`config.mk`:
```
export PLATFORM = sky130hd
export DESIGN_NAME = control_unit_fsm
export DESIGN_NICKNAME = d
export VERILOG_FILES = /design/src/rtl/control_unit_fsm_pkg.sv /design/src/rtl/control_unit_decode.sv /design/src/rtl/control_unit_fsm.sv
export SDC_FILE = /design/constraint.sdc
export NUM_CORES = 1
export LEC_CHECK = 0
export ABC_CLOCK_PERIOD_IN_PS = 1750
export BUFFER_PORTS_ARGS = -buffer_cell sky130_fd_sc_hd__buf_2
export CORE_MARGIN = 1.5
export CORE_UTILIZATION = 49
export DETAILED_ROUTE_END_ITERATION = 7
export GPL_ROUTABILITY_DRIVEN = 0
export GPL_TIMING_DRIVEN = 0
export HOLD_SLACK_MARGIN = 0.15
export MAX_ROUTING_LAYER = met4
export PLACE_DENSITY_LB_ADDON = 0.08
export SLEW_MARGIN = 15
export SYNTH_ARGS = -nofsm -noshare
export SYNTH_HDL_FRONTEND = slang
export SYNTH_SLANG_ARGS = --single-unit
```
`constraint.sdc`:
```
create_clock -name clk -period 1.75 [get_ports clk]
set_input_delay 0.35 -clock clk [delete_from_list [all_inputs] [get_ports clk]]
set_output_delay 0.35 -clock clk [all_outputs]
set_load 0.01 [all_outputs]
```
`src/rtl/control_unit_fsm_pkg.sv`:
```
// Shared definitions for the multicycle control unit: state encoding, datapath
// select codes, opcode constants and the packed control word.
package control_unit_fsm_pkg;

  typedef enum logic [4:0] {
    S_RST         = 5'd0,
    S_FETCH       = 5'd1,
    S_FETCH_WAIT  = 5'd2,
    S_IF_DONE     = 5'd3,
    S_DECODE      = 5'd4,
    S_EXEC_R      = 5'd5,
    S_R_WB        = 5'd6,
    S_EXEC_I      = 5'd7,
    S_I_WB        = 5'd8,
    S_MEM_ADDR    = 5'd9,
    S_MEM_RD      = 5'd10,
    S_MEM_RD_WAIT = 5'd11,
    S_MEM_RD_DONE = 5'd12,
    S_LW_WB       = 5'd13,
    S_MEM_WR      = 5'd14,
    S_BRANCH      = 5'd15,
    S_JUMP        = 5'd16,
    S_HALT        = 5'd17
  } state_t;

  localparam logic [1:0] SRCB_REGB    = 2'b00;
  localparam logic [1:0] SRCB_FOUR    = 2'b01;
  localparam logic [1:0] SRCB_IMM     = 2'b10;
  localparam logic [1:0] SRCB_IMM_SH2 = 2'b11;

  localparam logic [1:0] ALUOP_ADD   = 2'b00;
  localparam logic [1:0] ALUOP_SUB   = 2'b01;
  localparam logic [1:0] ALUOP_FUNCT = 2'b10;

  localparam logic [1:0] PCSRC_ALU    = 2'b00;
  localparam logic [1:0] PCSRC_ALUOUT = 2'b01;
  localparam logic [1:0] PCSRC_JUMP   = 2'b10;

  localparam logic [5:0] OP_RTYPE = 6'h00;
  localparam logic [5:0] OP_ADDI  = 6'h08;
  localparam logic [5:0] OP_LW    = 6'h23;
  localparam logic [5:0] OP_SW    = 6'h2B;
  localparam logic [5:0] OP_BEQ   = 6'h04;
  localparam logic [5:0] OP_J     = 6'h02;

  typedef struct packed {
    logic       alusrca;
    logic [1:0] alusrcb;
    logic [1:0] aluop;
    logic       iord;
    logic       memread;
    logic       memwrite;
    logic       irwrite;
    logic       mdrwrite;
    logic       aluoutwrite;
    logic       regdst;
    logic       memtoreg;
    logic       regwrite;
    logic [1:0] pcsource;
    logic       pcwrite;
    logic       instr_done;
    logic       halted;
  } ctrl_t;

  localparam int CTRL_W = $bits(ctrl_t);

  function automatic logic is_defined(input logic [5:0] op);
    return (op == OP_RTYPE) || (op == OP_ADDI) || (op == OP_LW) ||
           (op == OP_SW) || (op == OP_BEQ) || (op == OP_J);
  endfunction

endpackage

```
`src/rtl/control_unit_decode.sv`:
```
// State-to-control-word decoder. Purely combinational; the only non-state
// inputs are the branch zero flag and the undefined-opcode NOP completion.
module control_unit_decode
  import control_unit_fsm_pkg::*;
(
  input  logic [4:0]        state,
  input  logic              zero,
  input  logic              nop_done,
  output logic [CTRL_W-1:0] ctrl
);

  ctrl_t c;

  always_comb begin
    c = '0;
    case (state_t'(state))
      S_FETCH: begin
        c.memread = 1'b1;
        c.alusrcb = SRCB_FOUR;
        c.aluop   = ALUOP_ADD;
      end
      S_FETCH_WAIT: c.memread = 1'b1;
      S_IF_DONE: begin
        c.irwrite  = 1'b1;
        c.pcwrite  = 1'b1;
        c.pcsource = PCSRC_ALU;
        c.alusrcb  = SRCB_FOUR;
        c.aluop    = ALUOP_ADD;
      end
      S_DECODE: begin
        c.alusrcb     = SRCB_IMM_SH2;
        c.aluop       = ALUOP_ADD;
        c.aluoutwrite = 1'b1;
        c.instr_done  = nop_done;
      end
      S_EXEC_R: begin
        c.alusrca     = 1'b1;
        c.alusrcb     = SRCB_REGB;
        c.aluop       = ALUOP_FUNCT;
        c.aluoutwrite = 1'b1;
      end
      S_R_WB: begin
        c.regdst     = 1'b1;
        c.regwrite   = 1'b1;
        c.instr_done = 1'b1;
      end
      S_EXEC_I, S_MEM_ADDR: begin
        c.alusrca     = 1'b1;
        c.alusrcb     = SRCB_IMM;
        c.aluop       = ALUOP_ADD;
        c.aluoutwrite = 1'b1;
      end
      S_I_WB: begin
        c.regwrite   = 1'b1;
        c.instr_done = 1'b1;
      end
      S_MEM_WR: begin
        c.iord       = 1'b1;
        c.memwrite   = 1'b1;
        c.instr_done = 1'b1;
      end
      S_MEM_RD, S_MEM_RD_WAIT: begin
        c.iord    = 1'b1;
        c.memread = 1'b1;
      end
      S_MEM_RD_DONE: c.mdrwrite = 1'b1;
      S_LW_WB: begin
        c.memtoreg   = 1'b1;
        c.regwrite   = 1'b1;
        c.instr_done = 1'b1;
      end
      S_BRANCH: begin
        c.alusrca    = 1'b1;
        c.alusrcb    = SRCB_REGB;
        c.aluop      = ALUOP_SUB;
        c.pcsource   = PCSRC_ALUOUT;
        c.pcwrite    = zero;
        c.instr_done = 1'b1;
      end
      S_JUMP: begin
        c.pcsource   = PCSRC_JUMP;
        c.pcwrite    = 1'b1;
        c.instr_done = 1'b1;
      end
      S_HALT: c.halted = 1'b1;
      default: ;
    endcase
  end

  assign ctrl = c;

endmodule

```
`src/rtl/control_unit_fsm.sv`:
```
// Multicycle MIPS-subset control unit: state register, memory wait counter and
// next-state logic; the control word is decoded from the current state.
module control_unit_fsm
  import control_unit_fsm_pkg::*;
#(
  parameter int MEM_WAIT_CYCLES = 1,
  parameter bit HALT_ON_UNDEF   = 1'b1
) (
  input  logic       clk,
  input  logic       reset,
  input  logic [5:0] opcode,
  input  logic       zero,
  output logic       ALUSrcA,
  output logic [1:0] ALUSrcB,
  output logic [1:0] ALUOp,
  output logic       IorD,
  output logic       MemRead,
  output logic       MemWrite,
  output logic       IRWrite,
  output logic       MDRWrite,
  output logic       ALUOutWrite,
  output logic       RegDst,
  output logic       MemtoReg,
  output logic       RegWrite,
  output logic [1:0] PCSource,
  output logic       PCWrite,
  output logic       instr_done,
  output logic       halted,
  output logic [4:0] dbg_state
);

  localparam logic [1:0] WAIT_INIT = 2'(MEM_WAIT_CYCLES);

  state_t            state;
  logic [1:0]        wait_ctr;
  logic              is_load;
  logic              nop_done;
  logic [CTRL_W-1:0] ctrl_bits;
  ctrl_t             ctrl;

  // An undefined opcode in NOP mode retires straight out of DECODE.
  assign nop_done = (state == S_DECODE) && !HALT_ON_UNDEF && !is_defined(opcode);

  always_ff @(posedge clk) begin
    if (reset) begin
      state    <= S_RST;
      wait_ctr <= 2'd0;
      is_load  <= 1'b0;
    end else begin
      case (state)
        S_RST: state <= S_FETCH;
        S_FETCH: begin
          wait_ctr <= WAIT_INIT;
          state    <= (WAIT_INIT != 2'd0) ? S_FETCH_WAIT : S_IF_DONE;
        end
        S_FETCH_WAIT: begin
          wait_ctr <= wait_ctr - 2'd1;
          if (wait_ctr <= 2'd1) state <= S_IF_DONE;
        end
        S_IF_DONE: state <= S_DECODE;
        S_DECODE: begin
          is_load <= (opcode == OP_LW);
          case (opcode)
            OP_RTYPE:     state <= S_EXEC_R;
            OP_ADDI:      state <= S_EXEC_I;
            OP_LW, OP_SW: state <= S_MEM_ADDR;
            OP_BEQ:       state <= S_BRANCH;
            OP_J:         state <= S_JUMP;
            default:      state <= HALT_ON_UNDEF ? S_HALT : S_FETCH;
          endcase
        end
        S_EXEC_R:   state <= S_R_WB;
        S_EXEC_I:   state <= S_I_WB;
        S_MEM_ADDR: state <= is_load ? S_MEM_RD : S_MEM_WR;
        S_MEM_RD: begin
          wait_ctr <= WAIT_INIT;
          state    <= (WAIT_INIT != 2'd0) ? S_MEM_RD_WAIT : S_MEM_RD_DONE;
        end
        S_MEM_RD_WAIT: begin
          wait_ctr <= wait_ctr - 2'd1;
          if (wait_ctr <= 2'd1) state <= S_MEM_RD_DONE;
        end
        S_MEM_RD_DONE: state <= S_LW_WB;
        S_R_WB, S_I_WB, S_LW_WB, S_MEM_WR, S_BRANCH, S_JUMP: state <= S_FETCH;
        S_HALT: state <= S_HALT;
        default: state <= S_RST;
      endcase
    end
  end

  control_unit_decode u_decode (
    .state    (state),
    .zero     (zero),
    .nop_done (nop_done),
    .ctrl     (ctrl_bits)
  );

  assign ctrl        = ctrl_t'(ctrl_bits);
  assign ALUSrcA     = ctrl.alusrca;
  assign ALUSrcB     = ctrl.alusrcb;
  assign ALUOp       = ctrl.aluop;
  assign IorD        = ctrl.iord;
  assign MemRead     = ctrl.memread;
  assign MemWrite    = ctrl.memwrite;
  assign IRWrite     = ctrl.irwrite;
  assign MDRWrite    = ctrl.mdrwrite;
  assign ALUOutWrite = ctrl.aluoutwrite;
  assign RegDst      = ctrl.regdst;
  assign MemtoReg    = ctrl.memtoreg;
  assign RegWrite    = ctrl.regwrite;
  assign PCSource    = ctrl.pcsource;
  assign PCWrite     = ctrl.pcwrite;
  assign instr_done  = ctrl.instr_done;
  assign halted      = ctrl.halted;
  assign dbg_state   = state;

endmodule

```
==> metrics.md <==
| Metric | Value |
|---|---|
| Outcome | `finished, violations left` |
| Failing checks | `negative setup slack` |
| Max frequency | `538.8 MHz` |
| CP Class | `flop to output port` |
| Hold Vio Cnt, Final | `0` |
| Final Cycle Share | `1.061` |
| Chip width | `46.38 µm` |
| H-tree depth | `1` |
| Crit Reg-Reg Endpoint | `dbg_state[1]$_SDFFE_PP0P_` |
| CTS Hold Bufs | `0` |
| Synthesized area | `922.1 µm²` |
| Slowest cell on the critical path | `dfxtp_4` |
| Tightest Hold Check Type | `input pin to flop` |
| Crit path max-delay family | `flip-flops` |
| R2R cell count | `6` |
| Initial antenna violation count | `0` |
| Clk root buf | `clkbuf_4` |
| Crit path launch type | `flop` |
| CP Buf/Inv Count | `3` |
| DR pass1 iterations | `4` |
| Die ar. | `2151 µm²` |
| Cell Chain, Critical Path | `buf_6 > buf_4 > nand3b_1 > a21oi_2 > or2_4 > buf_6` |
| Unrepaired setup endpoints after global routing | `true` |
| Initial Util | `0.5283` |
| Post-route cell area | `1410 µm²` |
| Fill cells | `120` |
| Clock transition at path regs | `0.05 ns` |
| Total track usage | `0.3207` |
| Worst skew pair latency | `0.26 ns` |
| Vias per inst | `5.986` |
| Cells after synthesis | `138` |
| I/O pin cnt | `33` |
| Routed length per instance | `16.75 µm` |
| Worst Clk Skew | `0.003939 ns` |
| Worst hold slack | `0.4644 ns` |
| GR Overflow Total | `0` |
| CTS Buffer Depth | `2` |
| Max-cap violations | `0` |
| Post-synth EDFFs | `0` |
| Vias in the first global route | `1054` |
| Crit-path most repeated cell | `buf_6` |
| Drt first-iter violations | `77` |
| Register area share after synthesis | `0.1737` |
| Pins over their slew limit | `0` |
| Relative slew slack | `0.7186` |
| Fin nets | `199` |
| Clock sink total | `8` |
| CP Max Fanout | `7` |
| Source of the critical timing path | `dbg_state[3]$_SDFFE_PP0P_` |
| Top_reg_cell synth | `dfxtp_1` |
| I/O Buffers | `31` |
| CTS tree | `yes` |
| Synth Net Count | `148` |
| WP data required | `1.40 ns` |
| Syn Area/Cell | `6.682 µm²` |
| Pleak | `0.6636 nW` |
| Detailed Place HPWL | `2.050 mm` |
| Crit path setup slack, layout | `-0.1060 ns` |
| Crit path depth | `6` |
| Synth Warn # | `0` |
| Pin count of the biggest net entering global routing | `11` |
| Seq cells post-synth | `8` |
| CP endpoint | `ALUOutWrite` |
| Worst-Margin Slew | `0.4221 ns` |
| Library cells used by synthesis | `43` |
| Vias | `1269` |
| Reg-to-Reg Start | `wait_ctr[1]$_SDFFE_PP0P_` |
| Layout area overhead | `52.92%` |
| Final WL | `3.551 mm` |
| FFs w/ async S/R, synth | `0` |
| CTS Buf Count | `3` |
| CP Capture Type | `output port` |
| FP Rows | `15` |
| Power Total | `0.5959 mW` |
| CP max stage delay | `0.36 ns` |
| WP data arrival | `1.51 ns` |
| Antenna-violating nets left | `0` |
| Area post-placement | `1109 µm²` |
| FF-to-FF setup slack | `0.16 ns` |
| Core Box Area | `1745 µm²` |
| Post-layout min period | `1.856 ns` |
| Die Y | `46.38 µm` |
| PD cells | `422.6 nW/µm²` |
| Final setup viols | `8` |
| # diodes | `0` |
| Non-Filler Instances | `212` |
| Share of cells above drive strength 1 | `0.4492` |
| First-pass GRT wire length | `4.850 mm` |
| DRC | `0` |
| Placed insts | `194` |
| Peak supply drop | `0.4844 mV` |
## worst register-to-register path, stage by stage (launching register included)
cell and delay, ns:
dfxtp_1 0.36, inv_1 0.10, ha_1 0.21, nor3b_1 0.38, nand3_1 0.13, a21o_1 0.17
a21oi_1 0.15
## synth_stat cells, drive strengths merged (3+ instances only)
library cell	count	area share
nor3b	4	0.033
a31oi	3	0.020
nand2	9	0.037
nor3	9	0.054
nor2b	3	0.020
nand2b	4	0.027
a21oi	14	0.076
nor2	13	0.053
and3	3	0.020
dfxtp	8	0.17
nand3	5	0.027
inv	9	0.037
buf	10	0.052
o21ai	9	0.049
xnor2	4	0.038
## state kept, by name (all words and copies together) (netlist names)
signal,cells
is_load,1
wait_ctr,2
dbg_state,5
## how the worst min path moves through the flow
stage | startpoint | to | slack, ns | cells after the start
final | opcode[2] | dbg_state[1]$_SDFFE_PP0P_ | 0.46 | 4
after global routing | opcode[2] | dbg_state[1]$_SDFFE_PP0P_ | 0.50 | 4
after CTS | reset | is_load$_SDFFE_PP0P_ | 0.46 | 2
after detailed placement | is_load$_SDFFE_PP0P_ | is_load$_SDFFE_PP0P_ | 0.49 | 2
after global placement | is_load$_SDFFE_PP0P_ | is_load$_SDFFE_PP0P_ | 0.48 | 2
after floorplan | is_load$_SDFFE_PP0P_ | is_load$_SDFFE_PP0P_ | 0.45 | 2
## per-stage QoR
| step | TNS (ns) | worst slack, ns | util |
|---|---|---|---|
| finish | -0.4486 | -0.1060 | 0.8079 |
| CTS | -0.2065 | -0.06636 | 0.7484 |
| global placement | -0.2798 | -0.1162 | 0.6351 |
| floorplan | 0 | 0.07029 | - |
| global route | -0.8926 | -0.1670 | 0.8079 |
| detailed placement | -0.3274 | -0.1310 | 0.6351 |
## per-layer routing
metal	global-route usage	vias up	part of all wire
met2	0.5139	89	0.50
met1	0.3920	563	0.39
met4	0.1371	0	0.037
met3	0.05490	18	0.068
li1	-	599	-
met5	-	-	0
## cell type report
type,count,area (µm²),share of cell area
inverters,9,33.78,0.02396
flip-flops and latches,8,172.7,0.1224
well taps,25,31.28,0.02218
clock buffers,3,22.52,0.01597
repair buffers,46,284.0,0.2014
plain buffers,11,112.6,0.07986
multi-input cells,110,753.2,0.5342
## cells by family after synthesis
kind of cell,count (synthesis),synth area share
buf+inv,20,0.09226
mux,1,0.01086
flops,8,0.1737
xor+xnor,5,0.04749
compound gates,42,0.2917
simple gates,61,0.3704
fa+ha+maj,1,0.01357
## cell usage in the layout (no fill, tap or decap), types with 2 or more instances in the layout
cell,count
o21ai_0,8
nand2_1,8
a21o_1,2
nor3b_1,3
nor2_2,2
buf_6,10
nor2_1,10
inv_1,8
xnor2_1,3
a21oi_1,13
dfxtp_1,4
nand3_1,4
nor3_1,6
and3_1,3
dfxtp_4,3
buf_2,29
nor3_2,3
nand2b_1,3
nor4_1,2
buf_4,16
a211oi_1,2
a31oi_1,3
clkbuf_4,3
nand3b_1,2
nor2b_1,3
## power by group
part           internal [mW]  switching [mW]
clock network         0.0785          0.0643
logic                  0.109           0.137
registers              0.192          0.0159
total                  0.379           0.217
## timing repair
item                                    CTS  global route
endpoints found under the setup margin   17            18
endpoints found under the hold margin     0             0
gates resized for setup                  33            22
setup buffers                            12             3
pin swaps                                 5             2
Power figures use the tool's default switching activity.
